===== src/rtl/ram_access_arbiter.sv =====
// ram_access_arbiter: round-robin CPU/loader access to the shared RAM through the MOV/MOC handshake
// Ports: Clk/Clr clock and synchronous reset; cpu_* CPU request, done and error; ld_* loader
// byte-write request, done and error; rdata read data; ram_* RAM strobe, command and response.
module ram_access_arbiter #(
  parameter int ADDR_W  = 9,
  parameter int TIMEOUT = 15
) (
  input  logic              Clk,
  input  logic              Clr,
  input  logic              cpu_req,
  input  logic              cpu_rw,
  input  logic [1:0]        cpu_type,
  input  logic [ADDR_W-1:0] cpu_addr,
  input  logic [31:0]       cpu_wdata,
  output logic              cpu_done,
  output logic              cpu_err,
  input  logic              ld_req,
  input  logic [ADDR_W-1:0] ld_addr,
  input  logic [7:0]        ld_wdata,
  output logic              ld_done,
  output logic              ld_err,
  output logic [31:0]       rdata,
  output logic              ram_mov,
  output logic              ram_rw,
  output logic [1:0]        ram_type,
  output logic [ADDR_W-1:0] ram_addr,
  output logic [31:0]       ram_din,
  input  logic [31:0]       ram_dout,
  input  logic              ram_moc
);
  localparam int CW = $clog2(TIMEOUT + 1);
  typedef enum logic [2:0] {IDLE, ISSUE, WAIT, DONE, ERR} state_t;
  state_t r_state, w_next;
  logic r_last, r_own, r_rw, r_mov, r_done, r_err;
  logic [1:0] r_type;
  logic [ADDR_W-1:0] r_addr;
  logic [31:0] r_wdata, r_rdata;
  logic [CW-1:0] r_cnt;
  logic w_req, w_gnt_ld, w_bad, w_own_req, w_exp;
  // r_last=1 means the loader was served last, so the CPU wins the next tie
  assign w_req     = cpu_req | ld_req;
  assign w_gnt_ld  = ld_req & (~cpu_req | ~r_last);
  assign w_bad     = ~w_gnt_ld & ((cpu_type == 2'b11) | ((cpu_type == 2'b01) & cpu_addr[0]) |
                                  ((cpu_type == 2'b10) & (|cpu_addr[1:0])));
  assign w_own_req = r_own ? ld_req : cpu_req;
  assign w_exp     = r_cnt == CW'(TIMEOUT - 1);
  always_comb begin
    w_next = r_state;
    case (r_state)
      IDLE:      w_next = w_req ? (w_bad ? ERR : ISSUE) : IDLE;
      ISSUE:     w_next = WAIT;
      WAIT:      w_next = ram_moc ? DONE : (w_exp ? ERR : WAIT);
      DONE, ERR: w_next = w_own_req ? r_state : IDLE;
      default:   w_next = IDLE;
    endcase
  end
  always_ff @(posedge Clk) begin
    if (Clr) r_state <= IDLE;
    else r_state <= w_next;
  end
  always_ff @(posedge Clk) begin
    if (Clr) begin
      r_last  <= 1'b1;
      r_own   <= 1'b0;
      r_rw    <= 1'b0;
      r_type  <= 2'b00;
      r_addr  <= '0;
      r_wdata <= '0;
      r_rdata <= '0;
      r_cnt   <= '0;
      r_mov   <= 1'b0;
      r_done  <= 1'b0;
      r_err   <= 1'b0;
    end else begin
      case (r_state)
        IDLE: if (w_req) begin
          r_own   <= w_gnt_ld;
          r_last  <= w_gnt_ld;
          r_rw    <= w_gnt_ld ? 1'b0 : cpu_rw;
          r_type  <= w_gnt_ld ? 2'b00 : cpu_type;
          r_addr  <= w_gnt_ld ? ld_addr : cpu_addr;
          r_wdata <= w_gnt_ld ? {24'b0, ld_wdata} : cpu_wdata;
        end
        ISSUE: begin
          r_mov <= 1'b1;
          r_cnt <= '0;
        end
        WAIT: if (ram_moc) begin
          r_mov <= 1'b0;
          if (r_rw) r_rdata <= ram_dout;
        end else begin
          r_cnt <= r_cnt + 1'b1;
          if (w_exp) r_mov <= 1'b0;
        end
        // done/err register one cycle after entering DONE/ERR and drop with the owner's request
        DONE, ERR: begin
          r_done <= w_own_req;
          r_err  <= (r_state == ERR) & w_own_req;
        end
        default: r_mov <= 1'b0;
      endcase
    end
  end
  assign ram_mov  = r_mov;
  assign ram_rw   = r_rw;
  assign ram_type = r_type;
  assign ram_addr = r_addr;
  assign ram_din  = r_wdata;
  assign rdata    = r_rdata;
  assign cpu_done = r_done & ~r_own;
  assign cpu_err  = r_err & ~r_own;
  assign ld_done  = r_done & r_own;
  assign ld_err   = r_err & r_own;
endmodule


===== config.mk =====
export PLATFORM = sky130hd
export DESIGN_NAME = ram_access_arbiter
export DESIGN_NICKNAME = d
export VERILOG_FILES = /design/src/rtl/ram_access_arbiter.sv
export SDC_FILE = /design/constraint.sdc
export NUM_CORES = 1
export LEC_CHECK = 0
export ABC_AREA = 1
export BUFFER_PORTS_ARGS = -buffer_cell sky130_fd_sc_hd__buf_2
export CAP_MARGIN = 20
export CORE_MARGIN = 8
export CORE_UTILIZATION = 46
export DETAILED_ROUTE_END_ITERATION = 8
export MAX_ROUTING_LAYER = met4
export PLACE_DENSITY = 0.83
export SYNTH_ARGS = -nofsm -noshare
export SYNTH_HDL_FRONTEND = slang
export SYNTH_SLANG_ARGS = --single-unit

===== constraint.sdc =====
create_clock -name Clk -period 1.73 [get_ports Clk]
set_input_delay 0.2595 -clock Clk [delete_from_list [all_inputs] [get_ports Clk]]
set_output_delay 0.2595 -clock Clk [all_outputs]
set_load 0.005 [all_outputs]

==> flow_summary.toml <==
[placed_design]
place_congestion = 0.815
dp_hpwl_um = 7900
port_buffers = 178
post-place-ws_ps = 281
place_inst = 741

[setup_path]
cp-end-kind = "flip-flop"
worstPathArrival_ps = 1750
critPathRequiredTime_ps = 2000
critical_path_class = "reg -> reg"
r2r_start = "r_state[0]"
reg2reg_depth = 5
reg2reg_slack_ps = 260
cp-endpoint = "rdata[27]"
critPathMaxFanout = 64
startpoint_type = "flip-flop"
r2r-end = "rdata[27]"
cp-startpoint = "r_state[0]"

[routing]
ant_nets = 0
drt_wl_total_um = 10400
wire_per_inst_um = 13.8
vias = 3729
vias_per_cell = 4.93
drtPass1Iterations = 4
drc = 0
drtIter0Drc = 145

[sta]
max_freq_mhz = 678
relSlewSlack_pct = 65.3
fin_crit_sh_pct = 85.2
hold_viol_final = 0
setup_viol = 0
tightest_slew_ps = 520
timing.final.ws_setup_ps = 256
report.final.slew_viol_count = 0
rsz0062_at_grt = "false"
fin_skew_ps = 14.7
layout_min_cycle_time_ps = 1470
fin_setup_tns_ps = 0

[global_routing]
grt_pass1_wl_um = 17000
grt_max_degree = 65
grtUsageTotal_pct = 19.0
antenna_found_initial = 0
grt_pass1_vias = 3633
overflow = 0

[clocking]
cts_tree = "built"
cts_root_buf = "clkbuf_8"
htreeDepth = 3
numCtsBuffers = 9
cts_sinks = 88
post_cts_buffers = 0
holdBufCountCts = 0
clock_path_buffers = 2
cts_resized = 0
clk_latency_ps = 360
cts.clk_slew.worst_paths_ps = 90

[synthesis]
ys_ff_latch = 88
syn-num-nets = 581
yosysMostFrequentCell = "nand2_1"
yosys.area.top_type = "dfxtp_1"
avgSynthCellArea_sq_um = 7.59
ys_warn_count = 0
netlist_area_sq_um = 3650
synth_ff_type = "dfxtp_1"
yosys.area_share.simple_pct = 20.4
synth_mux_area_share_pct = 0
netlist_top_cells_area = "dfxtp_1 (48%), a21oi_1 (12%), nand2_1 (9.2%), o21ai_0 (6.6%), inv_1 (5.6%)"
synthArstFlopShare_pct = 0
synth-xor-area-share_pct = 0
synth_common_cells = "nand2_1 (89), dfxtp_1 (88), a21oi_1 (84)"
synth_cells = 481
synthAdderAreaFrac_pct = 0.685
synth_top_family_by_area = "simple AND/OR/NAND/NOR gates"
synth_compound_area_share_pct = 19.4
synth_top_area_share_pct = 48.3
synth_edf_count = 0
synth.distinct_cells = 24
ys_seq_area_share_pct = 48.3

[cells_and_area]
area_growth_pct = 30.6
fin_util_pct = 61.7
antenna-diode-count = 0
stdcell_count = 757
drive_above_1_share_pct = 33.9
nNetsFinal = 750

[die]
dieArea_sq_um = 11000
ios = 179
rows = 32
fp.dieH_um = 105
start_util_pct = 47.2
die_w_um = 105
core_area_sq_um = 7730

[run_status]
status = "finished, final reports clean"

[hold_path]
min_path_type = "in -> reg"

[power]
leakage_uw = 0.00234
ir_drop_v = 0.000613
cellPowerDensity_nw_per_um2 = 1000

[run]
drv_cap = 0
-- registers in the layout, indices dropped and copies added, names as in the netlist --
register  flops
r_cnt         4
r_done        1
r_err         1
r_last        1
r_own         1
r_state       3
ram_addr      9
ram_din      32
ram_mov       1
ram_rw        1
ram_type      2
rdata        32
-- cells in the final DEF, fill, tap and decap left out, types with 4 or more instances in the layout --
cell type / count
inv_1: 54
o21ai_1: 6
nand2_1: 88
clkbuf_8: 9
nor2_1: 29
o21ai_0: 48
dfxtp_1: 88
buf_4: 9
inv_6: 4
buf_2: 178
nand3_2: 7
a21oi_1: 84
nand3_1: 29
-- power by group --
group,internal (uW),switching (uW),total [uW],leakage [uW]
logic,481,647,1130,0.00153
clock network,543,766,1310,0.0000843
registers,2220,118,2340,0.000718
total,3240,1530,4770,0.00234
-- per-layer routing --
metal | share of wire (%) | track usage (%)
met4 | 1.6 | 7.03
met5 | 0 | -
met1 | 45 | 22.3
met2 | 44 | 28.7
met3 | 9.0 | 7.25
-- cell families after synthesis --
kind of cell / count (synthesis)
AOI/OAI and AO/OA: 140
adders and majority gates: 2
and+or+nand+nor: 165
buffers and inverters: 86
DFF: 88
-- cell type report --
type                            count  area [sq um]
Inverter                           54           203
Clock inverter                      6          50.0
Multi-Input combinational cell    307          1480
Tap cell                          102           128
Sequential cell                    88          1760
Clock buffer                       10           128
Timing Repair Buffer              190          1020
Fill cell                         713          2960
-- per-stage QoR --
| stage | area (sq um) | hold slack, ps | power, uW |
|---|---|---|---|
| 4_1_cts | 4770 | 110 | 4810 |
| 5_1_grt | 4770 | 125 | 5060 |
| 6_report | 4770 | 127 | 4770 |
| 3_3_place_gp | 4590 | 427 | 3470 |
| 3_5_place_dp | 4590 | 434 | 3510 |
| 2_1_floorplan | 3650 | 395 | 3110 |
-- worst min path at each step --
| stage | startpoint | end | slack (ps) | depth (start not counted) |
|---|---|---|---|---|
| after global routing | cpu_wdata[31] | ram_din[31] | 120 | 3 |
| after CTS | ld_addr[7] | ram_addr[7] | 110 | 3 |
| final | ld_addr[7] | ram_addr[7] | 130 | 3 |
| after detailed placement | rdata[10] | rdata[10] | 430 | 2 |
| after global placement | rdata[16] | rdata[16] | 430 | 2 |
| after floorplan | ld_addr[3] | ram_addr[3] | 400 | 2 |
-- worst max-delay path, cell delays in order, from the launching register on --
cell	delay, ps
dfxtp_1	460
nor2_2	80
nand4_2	70
buf_4	430
o21ai_0	170
a21oi_1	160
Note: power is estimated with default switching activity, not from simulation.
